### config.mk
export PLATFORM = sky130hd
export DESIGN_NAME = rf_wport_arbiter
export DESIGN_NICKNAME = d
export VERILOG_FILES = /design/src/rtl/rf_wport_arbiter.sv
export SDC_FILE = /design/constraint.sdc
export NUM_CORES = 1
export LEC_CHECK = 0
export CAP_MARGIN = 20
export CORE_ASPECT_RATIO = 0.8
export CORE_UTILIZATION = 40
export CTS_CLUSTER_DIAMETER = 150
export DETAILED_ROUTE_END_ITERATION = 8
export PLACE_DENSITY_LB_ADDON = 0.2
export SYNTH_ARGS = -nofsm -noshare
export SYNTH_HDL_FRONTEND = slang
export SYNTH_SLANG_ARGS = --single-unit
export TNS_END_PERCENT = 20
### constraint.sdc
create_clock -name clk -period 3.95 [get_ports clk]
set_clock_uncertainty 0.05 [all_clocks]
set_input_delay 0.79 -clock clk [delete_from_list [all_inputs] [get_ports clk]]
set_output_delay 0.79 -clock clk [all_outputs]
set_load 0.02 [all_outputs]
### src/rtl/rf_wport_arbiter.sv
// ---------------------------------------------------------------------------
// rf_wport_arbiter
//
// Shares the single register-file write port between two writeback sources:
//   A - in-order ALU/load pipe (normally preferred)
//   B - multicycle mul/div unit (forced to win after MAX_WAIT lost cycles)
// The winning address/data are registered together with the data-mux select,
// so an accepted request reaches the register file exactly one cycle later.
//
// Ports:
//   clk, rst_n            clock (rising edge), asynchronous active-low reset
//   stall                 write port unavailable this cycle (no grant)
//   a_valid/a_ready       source A request / accepted this cycle
//   a_addr, a_data        source A destination register and write data
//   b_valid/b_ready       source B request / accepted this cycle
//   b_addr, b_data        source B destination register and write data
//   sel                   registered mux select (0 = A path, 1 = B path)
//   rf_we                 registered register-file write enable
//   rf_waddr, rf_wdata    registered register-file write address / data
//   b_starved             high while the B wait counter is >= MAX_WAIT
// ---------------------------------------------------------------------------
module rf_wport_arbiter #(
  parameter int DATA_W   = 32,
  parameter int ADDR_W   = 5,
  parameter int MAX_WAIT = 3
) (
  input  logic              clk,
  input  logic              rst_n,
  input  logic              stall,
  input  logic              a_valid,
  output logic              a_ready,
  input  logic [ADDR_W-1:0] a_addr,
  input  logic [DATA_W-1:0] a_data,
  input  logic              b_valid,
  output logic              b_ready,
  input  logic [ADDR_W-1:0] b_addr,
  input  logic [DATA_W-1:0] b_data,
  output logic              sel,
  output logic              rf_we,
  output logic [ADDR_W-1:0] rf_waddr,
  output logic [DATA_W-1:0] rf_wdata,
  output logic              b_starved
);

  localparam logic [3:0] MAX_WAIT_C = 4'(MAX_WAIT);

  // Bit 0 of the encoding is the write enable, so rf_we comes straight
  // from a flop with no decode.
  typedef enum logic [1:0] {
    IDLE = 2'b00,
    WR_A = 2'b01,
    WR_B = 2'b11
  } state_t;

  state_t      state;
  logic [3:0]  wait_cnt;
  logic [3:0]  wait_cnt_next;
  logic        grant_a;
  logic        grant_b;

  // Combinational grant. Readies are forced low while reset is asserted.
  always_comb begin
    grant_a = 1'b0;
    grant_b = 1'b0;
    if (rst_n && !stall) begin
      if (a_valid && b_valid) begin
        if (wait_cnt >= MAX_WAIT_C) grant_b = 1'b1;
        else                        grant_a = 1'b1;
      end else begin
        grant_a = a_valid;
        grant_b = b_valid;
      end
    end
  end

  assign a_ready = grant_a;
  assign b_ready = grant_b;

  // Starvation counter: a stall freezes it, otherwise it restarts whenever B
  // is served or has nothing to write, and counts (saturating) each lost cycle.
  always_comb begin
    wait_cnt_next = wait_cnt;
    if (!stall) begin
      if (!b_valid || grant_b)  wait_cnt_next = 4'd0;
      else if (wait_cnt != 4'hF) wait_cnt_next = wait_cnt + 4'd1;
    end
  end

  always_ff @(posedge clk or negedge rst_n) begin
    if (!rst_n) begin
      state     <= IDLE;
      sel       <= 1'b0;
      rf_waddr  <= '0;
      rf_wdata  <= '0;
      wait_cnt  <= 4'd0;
      b_starved <= 1'b0;
    end else begin
      // Writes to register 0 are consumed but never enabled; the select
      // still follows the winner so the mux tracks the last grant.
      if (grant_a) begin
        sel      <= 1'b0;
        rf_waddr <= a_addr;
        rf_wdata <= a_data;
        state    <= (a_addr != '0) ? WR_A : IDLE;
      end else if (grant_b) begin
        sel      <= 1'b1;
        rf_waddr <= b_addr;
        rf_wdata <= b_data;
        state    <= (b_addr != '0) ? WR_B : IDLE;
      end else begin
        state    <= IDLE;
      end
      wait_cnt  <= wait_cnt_next;
      b_starved <= (wait_cnt_next >= MAX_WAIT_C);
    end
  end

  assign rf_we = state[0];

endmodule

After elaboration in Yosys (flattened, before gate mapping)
Cells that the tools add are included.
{"block": "word_totals", "latch_bits": 0, "mem_bits_rw": 0, "inputBits": 79, "reg_bits": 44, "mem_count": 0, "wordCells": 37, "romBits": 0}
{"block": "classes", "shifts": 0, "n_reduce_logical": 8, "mul": 0, "n_mux": 19, "eq_ne": 1, "n_lt_le_gt_ge": 2, "div_mod_pow": 0, "n_addsub": 1, "bitwise": 0}
{"op": "two-way mux 32 bit", "n": 2}
{"op": "two-way mux 1 bit", "n": 12}
{"op": "two-way mux 4 bit", "n": 3}
{"op": "two-way mux 5 bit", "n": 2}
{"op": "nonzero test 5 bit", "n": 2}
{"op": ">= comparator 4 x 2 -> 1 bit (second input constant)", "n": 2}
{"op": "adder 4 x 1 -> 4 bit (second input constant)", "n": 1}
{"op": "!= test 4 bit (second input constant)", "n": 1}
{"op": "logical AND 1 bit", "n": 2}
{"op": "zero test 1 bit", "n": 2}
{"op": "nonzero test 2 bit", "n": 1}
{"op": "logical OR 1 bit", "n": 1}

Depth between registers and ports, before layout
Gate-level depths: netlist of the first run.
{"block": "depth", "depth_word": 8, "depth_mapped": 7, "ltp_nobuf": 5}

Least setup slack after synthesis of the first run
OpenSTA, ideal clock, no wires.
{"block": "synth_path", "path_kind": "input to output", "start": "input port a_valid", "end": "output port b_ready", "path_slack_ns": 1.418, "required_time_ns": 3.110, "stages": 4, "arrival_time_ns": 1.692, "n_path_buf": 2, "cell_sequence": "or4b_1 -> and3_1 -> buf_6 -> buf_8"}
{"block": "synth_via", "elab_chain_len": 3}
{"item": "start, declared", "line": "30", "rtl": "input logic a_valid,"}
{"item": "logical AND 1 bit", "line": "66", "rtl": "if (a_valid && b_valid) begin"}
{"item": "two-way mux 1 bit", "line": "66"}
{"item": "two-way mux 1 bit", "line": "65", "rtl": "if (rst_n && !stall) begin"}
{"item": "end, declared", "line": "35", "rtl": "output logic b_ready,"}
Every way passes these cells.

Worst setup path after layout of the first run
Ends and elaborated chain as after synthesis.

==> impl_metrics.yaml, run 1 <==
synth:
  syn_avg_cell_area_um2: 10.49
  yosysTopAreaCell: "dfrtp_1"
  synth_ff_type: "dfrtp_1"
  yosysTopAreaCellShare_pct: 51.43
  synth_edf_count: 0
  yosys_warnings: 0
  syn_area_mm2: 0.002141
  synth_fp_nets: 284
  yosysSeqAreaShare_pct: 51.43
  ys_ff_latch: 44
  synthCells: 204
  ys_async_sr_fraction_pct: 100.0
  ys_top_cells_by_count: "dfrtp_1, nor2_1, a21oi_1, mux2i_1, clkbuf_1"
  ys_types: 27
  synth.area.top_cells: "dfrtp_1, mux2i_1, a21oi_1"
clocking:
  cts_tree: "built"
  clk_path_buf_depth: 2
  cts_buffers: 5
  clk_pin_slew_ps: 70
  postCtsHoldBufs: 0
  clk_latency_ps: 290
  cts-root-buf: "clkbuf_8"
  cts_max_level: 2
  post_cts_buffers: 0
  cts_num_sinks: 44
  cts-resized-gates: 0
die:
  die_x_um: 83.79
  initial_core_util_pct: 42.27
  io_pins: 121
  die_y_um: 67.44
  rows: 23
  dieArea_mm2: 0.005650
  coreArea_mm2: 0.005065
power:
  p_sw_uw: 540.3
  p_per_area_mw_per_mm2: 467.7
  internal_power_mw: 1.058
  seqPwrFrac_pct: 40.3
  p_leak_nw: 1.351
  power_frac_clock_pct: 16.6
  peakVddDrop_mv: 0.3200
  combPwrFrac_pct: 43.1
  swShare_pct: 33.81
setup_path:
  ff2ff_setup_slack_ps: 1580
  critPathCaptureType: "primary output"
  crit_path_start_kind: "primary input"
  critPathMaxFanout: 3
  cp.required_ps: 3110
  critPathArrivalTime_ps: 2550
  crit_type: "in -> out"
placed_design:
  gp_congestion: 0.8099
  portBuffers: 120
  dp_hpwl_um: 3926
  placed_cells: 377
outcome:
  outcome: "finished, final reports clean"
global_routing:
  grt_overflow: 0
  grt_max_degree: 76
  antenna_found_initial: 0
  grt_pass1_wl_um: 8907
  first_global_vias: 1881
  grt_usage_pct: 20.27
final_layout:
  fin_nets: 402
  fin_cells: 384
  drive_above_1_share_pct: 4.037
  area_growth_pct: 59.61
  antennaDiodeCount: 0
sta:
  fin_crit_sh_pct: 85.75
  relSlewSlack_pct: 52.87
  setup_violations: 0
  worstMarginPinSlew_ps: 706.9
  fmax_mhz: 295.2
  rsz0062_at_grt: "false"
  hold_viol: 0
  period_needed_ps: 3387
  drv_slew: 0
  setup_tns_ps: 0
run:
  cap_violations: 0
route:
  first_pass_iters: 4
  wirelength_um: 5544
  drc_errors: 0
  ant_nets: 0
  num_vias: 1941
  wl_per_cell_um: 14.44
  vias_per_cell: 5.055
  drt_iter0_drc: 68
worst_hold_path:
  hold_class: "reg -> reg"
layout by cell type (no fill, tap or decap), types with 2 or more instances in the layout:
cell type / Yosys / layout
buf_4: 0 / 4
or4_1: 2 / 2
nor2b_1: 2 / 2
dfrtp_1: 44 / 44
nor2_1: 44 / 44
a21oi_1: 39 / 39
inv_1: 3 / 3
o21ai_0: 2 / 2
mux2i_1: 38 / 38
clkbuf_8: 0 / 5
nand3b_1: 3 / 3
clkdlybuf4s50_1: 0 / 119
a31oi_1: 2 / 2
per-layer routing:
layer | GRT usage, % | up-vias | share of wire (%)
li1 | - | 950 | -
met1 | 26.16 | 892 | 45
met2 | 32.72 | 89 | 45
met3 | 5.990 | 10 | 7.7
met4 | 7.627 | 0 | 1.5
met5 | 0 | - | 0
critical path: stages:
cell	delay [ps]
clkdlybuf4s50_1	500
or4b_1	460
and3_2	240
clkdlybuf4s50_1	560
cell families (layout without fill, tap and decap cells):
| family | count (synthesis) | in the layout | synth area share [%] |
|---|---|---|---|
| and+or+nand+nor | 56 | 56 | 11.81 |
| AOI/OAI and AO/OA | 48 | 48 | 11.98 |
| DFF | 44 | 44 | 51.43 |
| muxes | 38 | 38 | 17.77 |
| buffers and inverters | 16 | 134 | 6.020 |
| adders and majority gates | 1 | 1 | 0.5844 |
| xor gates and xnor gates | 1 | 1 | 0.4092 |
power groups by stage:
stage | clock (mW) | sequential [mW] | combinational (mW)
after floorplan | 0 | 0.790 | 0.188
after global placement | 0 | 0.644 | 0.683
after detailed placement | 0 | 0.651 | 0.696
after CTS | 0.277 | 0.644 | 0.697
after global routing | 0.293 | 0.660 | 0.741
final | 0.265 | 0.644 | 0.689
state kept, by name, indices dropped and copies added, names as in the netlist:
register   count
rf_wdata      32
rf_waddr       5
wait_cnt       4
b_starved      1
sel            1
state          1
cell type report:
type | instances | area [um^2]
Tap cell | 62 | 77.57
Clock inverter | 1 | 5.005
Clock buffer | 6 | 72.57
Inverter | 3 | 11.26
Timing Repair Buffer | 124 | 1226
Sequential cell | 44 | 1101
Fill cell | 406 | 1648
Multi-Input combinational cell | 144 | 923.4
through the flow:
stage | power, mW | cell area, um^2 | hold slack [ps] | utilization (%) | setup slack [ps]
6_report | 1.598 | 3417 | 453.7 | 67.47 | 562.8
4_1_cts | 1.618 | 3417 | 458.2 | 67.47 | 562.9
2_1_floorplan | 0.9779 | 2141 | 444.4 | - | 1418
5_1_grt | 1.695 | 3417 | 485.6 | 67.47 | 547.4
3_5_place_dp | 1.346 | 3339 | 440.9 | 65.93 | 562.9
3_3_place_gp | 1.327 | 3339 | 431.7 | 65.93 | 585.8
worst paths after layout:
| check | startpoint | endpoint | cells after the start |
|---|---|---|---|
| setup / recovery | a_valid | b_ready | 4 |
| hold / removal | sel | sel | 2 |
| setup reg to reg | wait_cnt[0] | rf_waddr[1] | 6 |
| hold reg to reg | sel | sel | 2 |
| max in group asynchronous | rst_n | wait_cnt[3] | 2 |
| min in group asynchronous | rst_n | rf_wdata[31] | 2 |
Note: power is estimated with default switching activity, not from simulation.
==> run 2, diff against run 1 <==
--- a/config.mk
+++ b/config.mk
@@ -5,12 +5,14 @@
 export SDC_FILE = /design/constraint.sdc
 export NUM_CORES = 1
 export LEC_CHECK = 0
+export ABC_AREA = 1
 export CAP_MARGIN = 20
 export CORE_ASPECT_RATIO = 0.8
 export CORE_UTILIZATION = 40
 export CTS_CLUSTER_DIAMETER = 150
 export DETAILED_ROUTE_END_ITERATION = 8
 export PLACE_DENSITY_LB_ADDON = 0.2
+export SLEW_MARGIN = 20
 export SYNTH_ARGS = -nofsm -noshare
 export SYNTH_HDL_FRONTEND = slang
 export SYNTH_SLANG_ARGS = --single-unit
==> impl_metrics.yaml, run 2 <==
synth:
  ys_top_cells_by_count: "nand2_1, nor2_1, dfrtp_1, a31oi_1, buf_2"
  synth_ff_type: "dfrtp_1"
  yosysTopAreaCellShare_pct: 51.89
  ys_types: 20
  syn_avg_cell_area_um2: 7.978
  synthCells: 266
  yosysTopAreaCell: "dfrtp_1"
  syn_area_mm2: 0.002122
  yosysSeqAreaShare_pct: 51.89
  ys_async_sr_fraction_pct: 100.0
  synth_fp_nets: 346
  yosys_warnings: 0
  ys_ff_latch: 44
  synth.area.top_cells: "dfrtp_1, nand2_1, a31oi_1"
  synth_edf_count: 0
  yosys.cell_count.top_type: "nand2_1"
power:
  p_sw_uw: 560.1
  swShare_pct: 33.47
  combPwrFrac_pct: 41.2
  peakVddDrop_mv: 0.2815
  seqPwrFrac_pct: 38.4
  p_leak_nw: 1.544
  p_per_area_mw_per_mm2: 487.6
  internal_power_mw: 1.113
  power_frac_clock_pct: 20.4
final_layout:
  final_common_cell: "clkdlybuf4s50_1"
  final_cell_mix: "clkdlybuf4s50_1, nand2_1, nor2_1"
  finalInstanceArea_mm2: 0.003432
  top_register: "rf_wdata"
  area_growth_pct: 61.73
  drive_above_1_share_pct: 4.974
  fin_nets: 461
  largest_registers: "rf_wdata x32, rf_waddr x5, wait_cnt x4"
  antennaDiodeCount: 0
  largest_register_ffs: 32
global_routing:
  first_global_vias: 1910
  antenna_found_initial: 0
  grt_pass1_wl_um: 9777
  grt_overflow: 0
  grt_max_degree: 75
  grt_usage_pct: 22.40
placed_design:
  portBuffers: 120
  dp_hpwl_um: 4188
  gp_congestion: 0.8324
  placed_area_mm2: 0.003324
  dp_slack_ps: 723.2
sta:
  setup_tns_ps: 0
  hold_viol: 0
  relSlewSlack_pct: 51.88
  period_needed_ps: 3229
  setup_ws_ps: 721.2
  setup_violations: 0
  fin_crit_sh_pct: 81.74
  drv_slew: 0
  rsz0062_at_grt: "false"
  fmax_mhz: 309.7
  worstMarginPinSlew_ps: 721.8
  whs_ps: 473.1
clocking:
  postCtsHoldBufs: 0
  clk_pin_slew_ps: 90
  clk_path_buf_depth: 2
  post_cts_buffers: 0
  cts-resized-gates: 0
  cts_max_level: 2
  cts_buffers: 5
  clk_latency_ps: 290
  cts_num_sinks: 44
  cts-root-buf: "clkbuf_8"
  cts_tree: "built"
die:
  rows: 23
  dieArea_mm2: 0.005602
  die_y_um: 67.15
  io_pins: 121
  coreArea_mm2: 0.005065
  initial_core_util_pct: 41.90
  die_x_um: 83.44
setup_path:
  critPathArrivalTime_ps: 2390
  critPathMaxFanout: 6
  crit_path_start_kind: "primary input"
  slowest_delay_ps: 630
  critPathCaptureType: "primary output"
  cp.required_ps: 3110
  crit_type: "in -> out"
  path_buf_inv: 4
  critPathTopFamily: "buffers and inverters"
  critPathSlowestCell: "clkdlybuf4s50_1"
  cp_cell_sequence: "clkdlybuf4s50_1 > inv_2 > nand2_1 > nor2_1 > nand2_2 > inv_1 > clkdlybuf4s50_1"
  cp_common_cell: "clkdlybuf4s50_1"
route:
  vias_per_cell: 5.016
  first_pass_iters: 4
  ant_nets: 0
  wirelength_um: 6238
  wl_met3_um: 575
  num_vias: 2227
  wl_met2_um: 2620
  drc_errors: 0
  top_layer_used: "met4"
  wl_per_cell_um: 14.05
  m1WireLength_um: 2936
  drt_iter0_drc: 125
run:
  cap_violations: 0
outcome:
  outcome: "finished, final reports clean"
worst_hold_path:
  hold_class: "reg -> reg"
==> run 2: changes by cell type in the layout (fill, tap and decap cells not counted), moves of 3 or more <==
| cell | delta |
|---|---|
| a21oi_1 | -37 |
| a31oi_1 | +34 |
| inv_1 | +8 |
| inv_2 | +3 |
| mux2i_1 | -38 |
| nand2_1 | +87 |
| nand3_1 | +8 |
| nand3b_1 | -3 |
==> run 2: kinds of logic (layout without fill, tap and decap cells) <==
logic type / count (synthesis) / in the layout / synth area share, %
AOI/OAI and AO/OA: 42 / 42 / 12.38
and+or+nand+nor: 148 / 148 / 27.48
DFF: 44 / 44 / 51.89
xor gates and xnor gates: 1 / 1 / 0.4128
adders and majority gates: 1 / 1 / 0.5895
buffers and inverters: 30 / 146 / 7.252
==> run 2: worst paths after layout <==
path,from,end,slack [ps],cells past startpoint
hold reg to reg,sel,sel,470,2
setup reg to reg,wait_cnt[0],rf_wdata[3],2020,8
min in group asynchronous,rst_n,state[0],550,2
hold / removal,sel,sel,470,2
setup / recovery,stall,a_ready,720,7
max in group asynchronous,rst_n,wait_cnt[1],2920,2
==> run 2: area by class of cell <==
class / instances / area, um^2
fillers: 436 / 1633
repair buffers: 124 / 1226
flip-flops and latches: 44 / 1101
multi-input cells: 192 / 867.1
well taps: 62 / 77.57
clock buffers: 6 / 72.57
inverters: 14 / 52.55
clock inverters: 2 / 35.03
==> run 2: per-stage QoR <==
stage	utilization [%]	cells	power (mW)
after CTS	67.76	444	1.689
final	67.76	444	1.673
after floorplan	-	266	0.9712
after global placement	65.64	436	1.326
after global routing	67.76	444	1.774
after detailed placement	65.64	436	1.342
==> run 2: power groups by stage <==
stage | Clock [mW] | Combinational, mW | Sequential (mW)
after floorplan | 0 | 0.178 | 0.793
after global placement | 0 | 0.681 | 0.645
after detailed placement | 0 | 0.693 | 0.649
after CTS | 0.350 | 0.695 | 0.643
after global routing | 0.375 | 0.740 | 0.659
final | 0.341 | 0.689 | 0.643
==> run 2: worst register-to-register path, stage by stage (launching register included) <==
cell and delay (ps):
dfrtp_1 410, ha_1 240, inv_1 70, nand3_1 80, nand2_1 60, nand2_2 70
buf_4 560, nor2_1 140, a31oi_1 180
==> run 2: layer usage <==
layer  global-route usage (%)  vias to the layer above
met5                        0                        -
met4                    7.203                        0
met3                    6.357                        8
met2                    31.45                      100
met1                    33.20                     1021
li1                         -                     1098
